`src/rtl/avalon_lsu_pkg.sv`:
```
// Shared types for the Avalon load/store unit.
// Size codes, FSM states and the alignment rule.
package avalon_lsu_pkg;

  typedef enum logic [1:0] {
    SIZE_BYTE = 2'b00,
    SIZE_HALF = 2'b01,
    SIZE_WORD = 2'b10
  } mem_size_t;

  typedef enum logic [1:0] {
    IDLE    = 2'b00,
    BUS     = 2'b01,
    CAPTURE = 2'b10
  } lsu_state_t;

  // Size code 2'b11 is handled as a word.
  function automatic logic misaligned(
    input logic [1:0] size,
    input logic [1:0] lo
  );
    logic m;
    m = 1'b0;
    if (size == SIZE_BYTE)
      m = 1'b0;
    else if (size == SIZE_HALF)
      m = lo[0];
    else
      m = (lo != 2'b00);
    return m;
  endfunction

endpackage

```
`src/rtl/avalon_lsu_lane.sv`:
```
// Little-endian lane steering for stores and
// lane extraction plus extension for loads.
module lsu_lane
  import avalon_lsu_pkg::*;
(
  input  logic [1:0]  addr_lo_i,
  input  logic [1:0]  size_i,
  input  logic        sign_i,
  input  logic [31:0] wdata_i,
  input  logic [31:0] readdata_i,
  output logic [3:0]  byteenable_o,
  output logic [31:0] writedata_o,
  output logic [31:0] rdata_o
);

  logic [7:0]  b;
  logic [15:0] h;

  // Lane select and extension; sizes other than byte/half act as word.
  always_comb begin
    byteenable_o = 4'b1111;
    writedata_o  = wdata_i;
    rdata_o      = readdata_i;
    b            = readdata_i[8*addr_lo_i +: 8];
    h            = addr_lo_i[1] ? readdata_i[31:16]
                                : readdata_i[15:0];
    if (size_i == SIZE_BYTE) begin
      byteenable_o = 4'b0001 << addr_lo_i;
      writedata_o  = {4{wdata_i[7:0]}};
      rdata_o      = {{24{sign_i & b[7]}}, b};
    end else if (size_i == SIZE_HALF) begin
      byteenable_o = addr_lo_i[1] ? 4'b1100 : 4'b0011;
      writedata_o  = {2{wdata_i[15:0]}};
      rdata_o      = {{16{sign_i & h[15]}}, h};
    end
  end

endmodule

```
`src/rtl/avalon_lsu.sv`:
```
// Load/store unit driving an Avalon-MM master port.
// One request at a time, waitrequest stalls, optional bus timeout.
module avalon_lsu
  import avalon_lsu_pkg::*;
#(
  parameter int unsigned BUS_TIMEOUT = 0
) (
  input  logic        clk,
  input  logic        reset_i,
  input  logic        req_i,
  input  logic        we_i,
  input  logic [31:0] addr_i,
  input  logic [1:0]  size_i,
  input  logic        sign_ext_i,
  input  logic [31:0] wdata_i,
  output logic        busy_o,
  output logic        done_o,
  output logic [31:0] rdata_o,
  output logic        misaligned_o,
  output logic        timeout_o,
  output logic [31:0] address_o,
  output logic        read_o,
  output logic        write_o,
  input  logic        waitrequest_i,
  output logic [31:0] writedata_o,
  output logic [3:0]  byteenable_o,
  input  logic [31:0] readdata_i
);

  localparam logic [31:0] TO_LAST =
    (BUS_TIMEOUT == 0) ? 32'd0 : 32'(BUS_TIMEOUT - 1);

  lsu_state_t  state_q, state_d;
  logic        we_q, sign_q;
  logic [1:0]  size_q, lo_q;
  logic [31:0] addr_q, wd_q, rdata_q;
  logic [3:0]  be_q;
  logic [31:0] cnt_q;
  logic        done_q, done_d;
  logic        mis_q, mis_d;
  logic        to_q, to_d;

  logic        req_mis, start, to_hit;
  logic [1:0]  lane_lo, lane_size;
  logic [3:0]  lane_be;
  logic [31:0] lane_wd, lane_rd;

  assign req_mis   = misaligned(size_i, addr_i[1:0]);
  assign start     = (state_q == IDLE) && req_i && !req_mis;
  assign to_hit    = (BUS_TIMEOUT != 0) && waitrequest_i &&
                     (cnt_q == TO_LAST);
  // Lanes see the live request in IDLE and the latched one afterwards.
  assign lane_lo   = (state_q == IDLE) ? addr_i[1:0] : lo_q;
  assign lane_size = (state_q == IDLE) ? size_i : size_q;

  lsu_lane u_lane (
    .addr_lo_i   (lane_lo),
    .size_i      (lane_size),
    .sign_i      (sign_q),
    .wdata_i     (wdata_i),
    .readdata_i  (readdata_i),
    .byteenable_o(lane_be),
    .writedata_o (lane_wd),
    .rdata_o     (lane_rd)
  );

  // State and completion pulse registers.
  always_ff @(posedge clk) begin
    if (reset_i) begin
      state_q <= IDLE;
      done_q  <= 1'b0;
      mis_q   <= 1'b0;
      to_q    <= 1'b0;
    end else begin
      state_q <= state_d;
      done_q  <= done_d;
      mis_q   <= mis_d;
      to_q    <= to_d;
    end
  end

  // Next state and completion flags.
  always_comb begin
    state_d = state_q;
    done_d  = 1'b0;
    mis_d   = 1'b0;
    to_d    = 1'b0;
    unique case (state_q)
      IDLE: begin
        if (req_i) begin
          if (req_mis) begin
            done_d = 1'b1;
            mis_d  = 1'b1;
          end else begin
            state_d = BUS;
          end
        end
      end
      BUS: begin
        if (!waitrequest_i) begin
          if (we_q) begin
            state_d = IDLE;
            done_d  = 1'b1;
          end else begin
            state_d = CAPTURE;
          end
        end else if (to_hit) begin
          state_d = IDLE;
          done_d  = 1'b1;
          to_d    = 1'b1;
        end
      end
      CAPTURE: begin
        state_d = IDLE;
        done_d  = 1'b1;
      end
      default: state_d = IDLE;
    endcase
  end

  // Avalon strobes and busy decode from state.
  always_comb begin
    busy_o  = (state_q != IDLE);
    read_o  = (state_q == BUS) && !we_q;
    write_o = (state_q == BUS) && we_q;
  end

  // Request latches, load result and wait counter.
  always_ff @(posedge clk) begin
    if (reset_i) begin
      we_q    <= 1'b0;
      sign_q  <= 1'b0;
      size_q  <= 2'b00;
      lo_q    <= 2'b00;
      addr_q  <= 32'd0;
      wd_q    <= 32'd0;
      be_q    <= 4'b0000;
      rdata_q <= 32'd0;
      cnt_q   <= 32'd0;
    end else begin
      if (start) begin
        we_q   <= we_i;
        sign_q <= sign_ext_i;
        size_q <= size_i;
        lo_q   <= addr_i[1:0];
        addr_q <= {addr_i[31:2], 2'b00};
        wd_q   <= lane_wd;
        be_q   <= lane_be;
      end
      if (state_q == CAPTURE)
        rdata_q <= lane_rd;
      if ((state_q == BUS) && waitrequest_i)
        cnt_q <= cnt_q + 32'd1;
      else
        cnt_q <= 32'd0;
    end
  end

  assign done_o       = done_q;
  assign misaligned_o = mis_q;
  assign timeout_o    = to_q;
  assign rdata_o      = rdata_q;
  assign address_o    = addr_q;
  assign writedata_o  = wd_q;
  assign byteenable_o = be_q;

endmodule

```
`config.mk`:
```
export PLATFORM = sky130hd
export DESIGN_NAME = avalon_lsu
export DESIGN_NICKNAME = d
export VERILOG_FILES = /design/src/rtl/avalon_lsu_pkg.sv /design/src/rtl/avalon_lsu_lane.sv /design/src/rtl/avalon_lsu.sv
export SDC_FILE = /design/constraint.sdc
export NUM_CORES = 1
export LEC_CHECK = 0
export ABC_CLOCK_PERIOD_IN_PS = 2750
export CORE_MARGIN = 1
export CORE_UTILIZATION = 40
export CTS_BUF_LIST = sky130_fd_sc_hd__clkbuf_2
export CTS_CLUSTER_SIZE = 30
export DETAILED_ROUTE_END_ITERATION = 10
export PLACE_DENSITY = 0.8
export SLEW_MARGIN = 20
export SYNTH_ARGS = -nofsm -noshare
export SYNTH_HDL_FRONTEND = slang
export SYNTH_SLANG_ARGS = --single-unit
```
`constraint.sdc`:
```
create_clock -name clk -period 2.75 [get_ports clk]
set_input_delay 0.6875 -clock clk [delete_from_list [all_inputs] [get_ports clk]]
set_output_delay 0.6875 -clock clk [all_outputs]
set_load 0.005 [all_outputs]
```
==> After elaboration in Yosys (flattened, before gate mapping) <==
Index checks and enable logic that the tools add are counted.
{ "totals": {"reg_bits": 108, "inputBits": 104, "word_cells": 58} }
{ "op_classes": {"n_eq_ne": 7, "shifts": 2, "muxes": 22, "n_bitwise": 3, "reduce_logical": 13} }
{ "op_table": {"columns": ["operator", "n"], "rows": [
  ["32-bit 2-to-1 mux", 4],
  ["32-bit by 6-bit indexed part select with 8-bit output", 1],
  ["16-bit 2-to-1 mux", 1],
  ["2-bit 2-to-1 mux", 6],
  ["4-bit 2-to-1 mux", 3],
  ["2-bit by 1-bit == test with 1-bit output (second input constant)", 3],
  ["2-bit logical NOT", 3],
  ["1-bit 2-to-1 mux", 6],
  ["2-bit inequality test (second input constant)", 3],
  ["1-bit logical AND", 4],
  ["2-bit one-hot mux with 2 select lines", 1],
  ["2-bit nonzero test", 2],
  ["1-bit by 2-bit left shift with 4-bit output (first input constant)", 1],
  ["1-bit one-hot mux with 3 select lines", 1],
  ["3-bit AND reduction", 1],
  ["1-bit bitwise AND", 2],
  ["2-bit == test (second input constant)", 1],
  ["1-bit logical NOT", 2],
  ["2-bit OR reduction", 1],
  ["1-bit inverter", 1]
]} }

==> Logic depth before layout (Yosys ltp) <==
Gate-level depths: netlist of run 1.
{ "logic_depth": {"depth_word": 6, "depth_mapped": 8} }

==> By module <==
Synthesis of run 1 repeated with hierarchy kept, for this count alone.
{ "hier_totals": {"hier_cells": 677, "hier_area_um2": 5978.2} }
{ "modules_own_cells": {"columns": ["module", "instances", "cells_each", "area_each_um2"], "rows": [
  ["avalon_lsu", 1, 484, 4658.2],
  ["lsu_lane", 1, 193, 1320.0]
]} }

==> Worst setup path before layout of run 1 <==
No wires, ideal clock.
{ "synth_timing": {"kind": "input to register", "from": "input port size_i[1]", "to": "register rdata_q[5] (netlist: rdata_o[5])", "setup_time_ps": 116, "arrival_time_ps": 2089, "t_required_ps": 2634, "setup_slack_ps": 545, "stages": 6, "n_path_buf": 1, "path_cell_list": "or4b_1 o21ai_2 nand2_2 buf_4 mux2_4 o211a_1"} }
{ "synth_between": {"elab_chain_cells": 4} }
{ "synth_rtl": {"columns": ["item", "line", "text"], "rows": [
  ["start, declared", "avalon_lsu.sv:13", "input logic [1:0] size_i,"],
  ["2-bit 2-to-1 mux *", "avalon_lsu.sv:54", "assign lane_size = (state_q == IDLE) ? size_i : size_q;"],
  ["2-bit by 1-bit == test with 1-bit output", "avalon_lsu_lane.sv:31", "end else if (size_i == SIZE_HALF) begin"],
  ["32-bit 2-to-1 mux", "avalon_lsu_lane.sv:31", null],
  ["32-bit 2-to-1 mux *", "avalon_lsu_lane.sv:27", "if (size_i == SIZE_BYTE) begin"],
  ["end signal, assigned", "avalon_lsu.sv:151", "rdata_q <= lane_rd;"],
  ["end, declared", "avalon_lsu.sv:36", "logic [31:0] addr_q, wd_q, rdata_q;"]
]} }
Mark *: on every way between the ends. The rest lies on a longest branch, timed or not.
A chain may end at the register's enable or synchronous reset.

==> Worst setup path after layout of run 1 <==
{ "layout_timing": {"from": "register state_q[1]", "to": "output port write_o"} }
{ "layout_between": {"elab_chain_cells": 2} }
{ "layout_rtl": {"columns": ["item", "line", "text"], "rows": [
  ["start, declared", "avalon_lsu.sv:33", "lsu_state_t state_q, state_d;"],
  ["start signal, assigned", "avalon_lsu.sv:75", "state_q <= state_d;"],
  ["2-bit by 1-bit == test with 1-bit output", "avalon_lsu.sv:125", "write_o = (state_q == BUS) && we_q;"],
  ["1-bit logical AND", "avalon_lsu.sv:125", null],
  ["end, declared", "avalon_lsu.sv:23", "output logic write_o,"]
]} }
No other way between the ends.

==> results of run 1 <==
## logic make-up after synthesis
group	synth area share, %
other	0.0781
AO/OA/AOI/OAI	24.0
buffers and inverters	4.93
multiplexers	3.70
flip-flops	45.0
AND/OR/NAND/NOR	22.2
## layout make-up
cell class | count | area, sq um
Fill cell | 1025 | 4420
Multi-Input combinational cell | 431 | 2420
Timing Repair Buffer | 228 | 2250
Sequential cell | 108 | 2170
Tap cell | 143 | 179
Clock inverter | 7 | 77.6
Clock buffer | 9 | 45.0
Inverter | 3 | 11.3
## final timing paths
check                                                   to  cells past startpoint  slack, ps
worst max register to register    rdata_o[23]$_SDFFE_PP0P_                      6        490
worst min register to register  address_o[17]$_SDFFE_PP0P_                      2        470
worst max-delay path                               write_o                      3        200
worst min-delay path            address_o[17]$_SDFFE_PP0P_                      2        470
## repair_timing
item / in CTS / in global routing
gates cloned: 0 / 0
endpoints found under the hold margin: 0 / 0
setup endpoints to repair: 2 / 3
hold buffers: 0 / 0
gates resized for setup: 1 / 2
buffers inserted: 0 / 0
## Yosys cell counts, drive strengths merged (7+ instances only)
cell type | count | area share, %
a22oi | 8 | 1.3
a21oi | 56 | 5.8
a311oi | 9 | 2.0
a41oi | 7 | 1.3
dfxtp | 108 | 45
o21ai | 7 | 0.81
o21bai | 7 | 1.1
nor2 | 63 | 5.2
mux2i | 8 | 1.7
o211a | 7 | 1.5
buf | 23 | 2.7
clkbuf | 25 | 2.0
nand2 | 152 | 12
mux2 | 8 | 2.0
nand3 | 22 | 2.4
a211oi | 44 | 8.0
## state kept, by name, summed over array words and instances (netlist names), 2 cells and up
signal        flops
rdata_o          32
byteenable_o      4
writedata_o      32
size_q            2
address_o        30
lo_q              2
state_q           2
## per-layer routing
| metal | vias to the layer above | share of wire [%] | GRT usage (%) |
|---|---|---|---|
| li1 | 2425 | - | - |
| met1 | 2320 | 41 | 30.9 |
| met2 | 235 | 46 | 41.3 |
| met3 | 33 | 9.2 | 8.49 |
| met4 | 0 | 2.9 | 9.82 |
| met5 | - | 0 | 0 |
## critical path, stage by stage, from the launching register on
cell	delay, ps
dfxtp_2	460
nand2b_1	200
nor2_1	100
clkdlybuf4s50_1	540
## metrics by stage
step           worst slack [ps]  util, %
6_report                    202     61.8
4_1_cts                    27.2     61.8
3_5_place_dp               -219     60.7
2_1_floorplan               545        -
3_3_place_gp               -153     60.7
5_1_grt                    50.9     61.8
## cell usage in the layout (no fill, tap or decap), drive strengths merged, types with 2 or more instances in the layout
cell type and count:
a211oi 44, a21oi 56, a221oi 2, a22oi 8, a311oi 9, a41oi 7, buf 23, clkbuf 9
clkdlybuf4s50 205, clkinv 5, conb 3, dfxtp 108, inv 4, mux2 8, mux2i 8, nand2 152
nand2b 3, nand3 22, nor2 63, nor3 3, nor4 3, o211a 7, o21a 2, o21ai 7
o21bai 7, or3b 2
## power by group through the flow
stage                     Sequential [mW]  Combinational (mW)  Clock, mW
after global placement               1.74               0.782          0
after CTS                            1.71               0.803      0.781
after detailed placement             1.74               0.799          0
final                                1.71               0.801      0.762
after global routing                 1.73               0.867      0.852
after floorplan                      1.74               0.348          0
==> run metrics, run 1 <==
Placed Area=0.00702 sq mm; global-route wire length before repair=between 20000 and 30000 um; status=finished with violations; Worst VDD drop=roughly 330 uV; DR iter-0 viols=278; die height=112 um; die width=112 um; Post-DP HPWL=between 10000 and 15000 um; worst-path maximum fanout=14; post-route cell area=0.00715 sq mm; Netlist Area Pre-Place=~0.0048 sq mm; wire per inst=~17 um; Reg clk slew, reported paths=270 ps; share of layout cells above drive strength 1=9.41%; Clock power frac=23.3%; Net Sw Frac=29.7%; Setup TNS=0 ps; synthesized flop and latch total=108; DRC=14; DIE AREA=0.0124 sq mm; YS warnings=0; final-report hold violation count=0; Hold WS=474 ps; CP arrival=1860 ps; core area=between 0.01 and 0.015 sq mm; starting density of the core=41.5%; number of distinct library cells after synthesis=between 50 and 60; largest net degree at the start of global routing=78; Final period util=92.7%; Root Driver=clkbuf_2; Fmax=between 300 and 400 MHz; Clock Path Buffers=2; GRT Util Overall=25.3%; worst hold path class=register to register; Comb power frac=between 20% and 30%; IO Count=210; Layout area overhead=48.9%; Setup CP Type=register to output pin; Final min period=2550 ps; initial antenna violation count=0; RD Place Congestion=roughly 0.9; CP startpoint kind=register; max cap viols=0; Hold Startpoint=address_o[17]$_SDFFE_PP0P_; Clock Latency Late Sink=570 ps; diode count=0; Sequential Power Share=52.3%; Rows=39; P_int=2.30 mW; Worst Max-Slew Pin Slew=951 ps; dpl cells=between 900 and 1000; failing checks=design-rule violations; Routed Antenna Nets=0; RSZ-0062 raised after global routing=no; Slew Viols, Final=0; FF-to-FF Start=state_q[1]$_SDFFE_PP0P_; post-synthesis sequential area ratio=45.0%; Post-synth EDFFs=0; WP data required=2060 ps; number of global-route vias before repair=5033; Psw=0.973 mW; Worst slew margin=36.6%; Tot Pwr=3.28 mW; Layout Cells excl Fill=929; Power Density=458 mW/mm^2; Post-Syn Instances=588; routed vias=5013; Post-layout nets=between 800 and 900; H-tree lvl count=3; Sink Count=108; clock buffer count from CTS=9; Post-Route WL=15700 um; DR vias/cell=5.40; TritonRoute pass-1 iters=8; crit path capture type=output pin; synthesized area per cell=slightly above 8 sq um; ys async rst share=0%; final setup violation count=0; CTS tree=built; leakage=around 2.6 nW; GR Overflow Total=0; Crit. Startpoint=state_q[1]$_SDFFE_PP0P_; ys flop type=dfxtp_1; clock skew=between 20 and 30 ps; I/O Buffers=206
Note: power is estimated with default switching activity, not from simulation.
==> run 2: changes to the inputs <==
--- a/config.mk
+++ b/config.mk
@@ -11,8 +11,9 @@
 export CTS_BUF_LIST = sky130_fd_sc_hd__clkbuf_2
 export CTS_CLUSTER_SIZE = 30
 export DETAILED_ROUTE_END_ITERATION = 10
-export PLACE_DENSITY = 0.8
+export PLACE_DENSITY = 0.75
 export SLEW_MARGIN = 20
 export SYNTH_ARGS = -nofsm -noshare
 export SYNTH_HDL_FRONTEND = slang
+export SYNTH_HIERARCHICAL = 1
 export SYNTH_SLANG_ARGS = --single-unit
==> run 2 against run 1 <==
The flow now finishes without violations. Final cell count increased by 12%. Power increased by 1.4%. Register-to-register slack got worse by 70 ps. Maximum frequency decreased by 1.5%. Clock skew increased by 11 ps. Via count increased by 2.1%. Critical path type unchanged.
==> run metrics, run 2 <==
post_cts resized=0; TritonRoute pass-1 iters=4; CP top delay family=flip-flops; DIE AREA=0.0154 sq mm; core area=0.0145 sq mm; WP data required=a little over 2000 ps; status=complete, no violations; Layout area overhead=36.1%; ys async rst share=0%; worst stage delay on the critical path=around 500 ps; DRC=0; post-synthesis sequential area ratio=36.2%; Netlist Area Pre-Place=approximately 0.0060 sq mm; H-tree lvl count=3; Slew Viols, Final=0; number of global-route vias before repair=4969; synth top area cells=dfxtp_1 36%, mux2i_1 16%, nand2b_1 15%; RSZ-0062 raised after global routing=no; Sink Count=~110; I/O Buffers=206; DR vias/cell=4.91; clock skew=~36 ps; initial antenna violation count=1; Critical Path, Cell by Cell=and2b_1, and2_1, clkdlybuf4s50_1; WP buf/inv=1; Final period util=a little over nine tenths; ys flop type=dfxtp_1; top post-synthesis cells by count=147 x nand2b_1, 108 x dfxtp_1, 106 x nand2_1; synthesized area per cell=8.83 sq um; Worst Reg-to-Reg Cells=8; Routed Antenna Nets=0; RD Place Congestion=~0.85; Post-synth EDFFs=0; Stages on worst setup path=3; worst-path maximum fanout=7; Post-Syn Instances=677; commonest non-fill, non-tap cell in the layout=clkdlybuf4s50_1; worst hold path cell count=2; Setup TNS=0 ps; Clock Path Buffers=2; global-route wire length before repair=26100 um; share of layout cells above drive strength 1=7.83%; largest net degree at the start of global routing=82; post-synth top area share=36.2%; Clock Latency Late Sink=630 ps; Final min period=2590 ps; worst hold path class=primary input to register; clock buffer count from CTS=9; fillers=1329; YS warnings=6; Post-DP HPWL=11800 um; Power Density=408 mW/mm^2; final setup violation count=0; synthesized flop and latch total=~110; number of distinct library cells after synthesis=43; CTS tree=built; CP arrival=1900 ps; Rows=44; starting density of the core=41.1%; die width=roughly 120 um; Fmax=387 MHz; DR iter-0 viols=395; die height=roughly 120 um; Post-Route Utilization=56.0%; Post-CTS Hold Buffers=0; routed vias=5116; wire per inst=15.6 um; highest-count cells in the layout ignoring fill and taps=205 x clkdlybuf4s50_1, 147 x nand2b_1, 108 x dfxtp_1; Root Driver=clkbuf_2; Post-layout nets=955; most common cell in the synthesized netlist=nand2b_1; Reg clk slew, reported paths=300 ps; Setup CP Type=register to output pin; CP startpoint kind=register; Worst VDD drop=179 uV; setup bufs post-CTS=0; IO Count=210; GRT Util Overall=a little over a fifth; leakage=3.00 nW; area leader, netlist=dfxtp_1; slowest library cell on the worst path=dfxtp_1; Post-Route WL=approximately 16000 um; Hold WS=between 400 and 500 ps; crit path capture type=output pin; final-report hold violation count=0; GR Overflow Total=0; max cap viols=0
run 2: cell type report:
type	instances	area, sq um	share of cell area, %
Tap cell	184	230	2.83
Clock buffer	9	45.0	0.554
Inverter	2	7.51	0.0923
Multi-Input combinational cell	502	3340	41.0
Clock inverter	7	53.8	0.661
Timing Repair Buffer	228	2300	28.3
Sequential cell	108	2160	26.6
Antenna cell	1	2.50	0.0308
run 2: per-layer routing:
layer | wire [um] | global-route usage (%) | vias to the layer above
met2 | 7330 | 32.3 | 151
met4 | 441 | 9.64 | 0
met1 | 7570 | 27.8 | 2348
li1 | - | - | 2590
met3 | 917 | 4.81 | 27
met5 | 0 | 0 | -
run 2: stage by stage:
stage	cells	setup slack [ps]	power (mW)	instance area, sq um
finish	1041	164	3.32	8140
global route	1041	12.5	3.51	8140
CTS	1040	78.7	3.36	8130
detailed placement	1024	88.6	2.66	8040
global placement	1024	115	2.65	8040
floorplan	679	715	2.26	5990
run 2: worst paths after layout:
kind,endpoint,slack [ps],from
setup / recovery,write_o,160,state_q[0]$_SDFFE_PP0P_
hold reg to reg,rdata_o[26]$_SDFFE_PP0P_,480,rdata_o[26]$_SDFFE_PP0P_
setup reg to reg,rdata_o[13]$_SDFFE_PP0P_,420,state_q[0]$_SDFFE_PP0P_
hold / removal,rdata_o[7]$_SDFFE_PP0P_,460,reset_i
run 2: cell families (layout without fill, tap and decap cells):
| family | Yosys count | in the layout | synth area share, % |
|---|---|---|---|
| simple gates | 306 | 306 | 27.5 |
| mux | 109 | 109 | 18.9 |
| flops | 108 | 108 | 36.2 |
| compound gates | 84 | 84 | 9.08 |
| buf+inv | 69 | 246 | 8.20 |
| other cells | 1 | 4 | 0.0627 |
run 2: power by group:
group	switching (mW)	internal, mW
combinational	0.400	0.536
clock	0.572	0.122
sequential	0.0413	1.65
==> run 3: changes to the inputs <==
--- a/config.mk
+++ b/config.mk
@@ -6,12 +6,14 @@
 export NUM_CORES = 1
 export LEC_CHECK = 0
 export ABC_CLOCK_PERIOD_IN_PS = 2750
+export CELL_PAD_IN_SITES_DETAIL_PLACEMENT = 1
+export CELL_PAD_IN_SITES_GLOBAL_PLACEMENT = 1
 export CORE_MARGIN = 1
-export CORE_UTILIZATION = 40
+export CORE_UTILIZATION = 34
 export CTS_BUF_LIST = sky130_fd_sc_hd__clkbuf_2
 export CTS_CLUSTER_SIZE = 30
 export DETAILED_ROUTE_END_ITERATION = 10
-export PLACE_DENSITY = 0.75
+export PLACE_DENSITY = 0.85
 export SLEW_MARGIN = 20
 export SYNTH_ARGS = -nofsm -noshare
 export SYNTH_HDL_FRONTEND = slang
==> run 3 against run 2 <==
Clock-buffer cell count stayed put. Maximum frequency is 0.48% higher. Non-clock buffer count is 2 higher. Global-route usage is 0.90 points lower. Worst setup slack better by 12 ps. Clock power is 5.3% higher. Clock skew is 5.4 ps higher. Critical path type unchanged.
==> run metrics, run 3 (synthesized netlist as in run 2, its figures left out) <==
Post-DP HPWL=around 13000 um; fillers=2010; Final period util=93.6%; GR Overflow Total=0; global-route wire length before repair=approximately 28000 um; Setup CP Type=register to output pin; leakage=3.01 nW; share of layout cells above drive strength 1=8.16%; CP arrival=1890 ps; Fmax=389 MHz; Final min period=roughly 2600 ps; Crit. Startpoint=state_q[1]$_SDFFE_PP0P_; Root Driver=clkbuf_2; setup bufs post-CTS=0; worst hold path cell count=2; Clock Latency Late Sink=about 630 ps; die height=135 um; initial antenna violation count=1; CP startpoint kind=register; Layout area overhead=37.1%; max cap viols=0; multi-input logic area=between 0.003 and 0.004 sq mm; routed vias=5281; DIE AREA=0.0181 sq mm; final setup violation count=0; Psw=1.05 mW; Stages on worst setup path=3; CTS tree=built; highest-count cells in the layout ignoring fill and taps=205 x clkdlybuf4s50_1, 147 x nand2b_1, 107 x dfxtp_1; I/O Buffers=206; wire per inst=16.7 um; H-tree lvl count=3; Post-Route WL=18100 um; largest net degree at the start of global routing=80; starting density of the core=34.7%; Rows=between 40 and 50; Sequential Power Share=just over 50%; Worst Reg-to-Reg Cells=8; Post-CTS Hold Buffers=0; Post-Route Utilization=a little under half; Reg clk slew, reported paths=300 ps; Comb power frac=between 20% and 30%; commonest non-fill, non-tap cell in the layout=clkdlybuf4s50_1; Worst VDD drop=202 uV; Net Sw Frac=31.1%; Critical Path, Cell by Cell=nor2_1, inv_1, clkdlybuf4s50_1; CP top delay family=buffers and inverters; clock buffer count from CTS=9; worst-path maximum fanout=6; WP buf/inv=2; die width=135 um; P_int=2.32 mW; Setup TNS=0 ps; WP data required=2060 ps; crit path capture type=output pin; final-report hold violation count=0; Sink Count=108; Clock Path Buffers=2; Clock power frac=approximately 22%; GRT Util Overall=roughly a fifth; Hold WS=476 ps; Power Density=~410 mW/mm^2; IO Count=between 200 and 250; Placed Area=between 0.008 and 0.009 sq mm; number of global-route vias before repair=5409; Hold Startpoint=rdata_o[9]$_SDFFE_PP0P_; Reg area=0.00216 sq mm; core area=0.0172 sq mm; worst hold path class=register to register; DR iter-0 viols=212; post_cts resized=0; clock skew=41.8 ps; Routed Antenna Nets=0; TritonRoute pass-1 iters=4; Slew Viols, Final=0; slowest library cell on the worst path=clkdlybuf4s50_1; DR vias/cell=just under 5; Post-layout nets=957; DRC=0; FF-to-FF Start=state_q[1]$_SDFFE_PP0P_; worst stage delay on the critical path=450 ps; post-route cell area=0.00820 sq mm; status=complete, no violations; RD Place Congestion=0.807
## run 3: cell types whose count changed in the layout (fill, tap and decap cells not counted)
cell and change:
clkinvlp_4 -2, buf_12 -1, diode_2 +1, inv_6 +4, clkinv_4 -2, dfxtp_1 -1
dfxtp_2 +1, buf_4 +3
## run 3: cell type report
type / instances / area share [%]
Inverter: 2 / 0.0916
Sequential cell: 108 / 26.4
Timing Repair Buffer: 230 / 28.1
Tap cell: 225 / 3.43
Clock buffer: 9 / 0.550
Multi-Input combinational cell: 502 / 40.7
Antenna cell: 2 / 0.0611
Clock inverter: 7 / 0.687
## run 3: power groups by stage
| stage | clock network [mW] | registers (mW) | logic [mW] |
|---|---|---|---|
| after floorplan | 0 | 1.72 | 0.537 |
| after global placement | 0 | 1.72 | 0.935 |
| after detailed placement | 0 | 1.72 | 0.951 |
| after CTS | 0.769 | 1.70 | 0.956 |
| after global routing | 0.822 | 1.71 | 1.03 |
| final | 0.731 | 1.70 | 0.946 |
## run 3: per-stage QoR
stage | total power, mW | worst slack [ps] | instances
2_1_floorplan | 2.26 | 715 | 679
3_3_place_gp | 2.65 | 111 | 1067
3_5_place_dp | 2.67 | 84.5 | 1067
4_1_cts | 3.42 | 53.5 | 1083
5_1_grt | 3.56 | -0.619 | 1084
6_report | 3.37 | 176 | 1085
## run 3: worst paths after layout
kind                            slack (ps)                  endpoint
worst min-delay path                   480   rdata_o[9]$_SDFFE_PP0P_
worst max register to register         370  rdata_o[13]$_SDFFE_PP0P_
worst max-delay path                   180                    busy_o
worst min register to register         480   rdata_o[9]$_SDFFE_PP0P_
## run 3: worst min-delay path, delay by kind of cell, from the launching register on
kind	cells	cell delay, ps
and+or+nand+nor	1	50
AOI/OAI and AO/OA	1	50
DFF	1	380
## run 3: per-layer routing
| layer | share of wire (%) | global-route usage (%) |
|---|---|---|
| met2 | 50 | 34.3 |
| met1 | 43 | 24.5 |
| met4 | 2.3 | 8.24 |
| met5 | 0 | 0 |
| met3 | 5.2 | 4.24 |
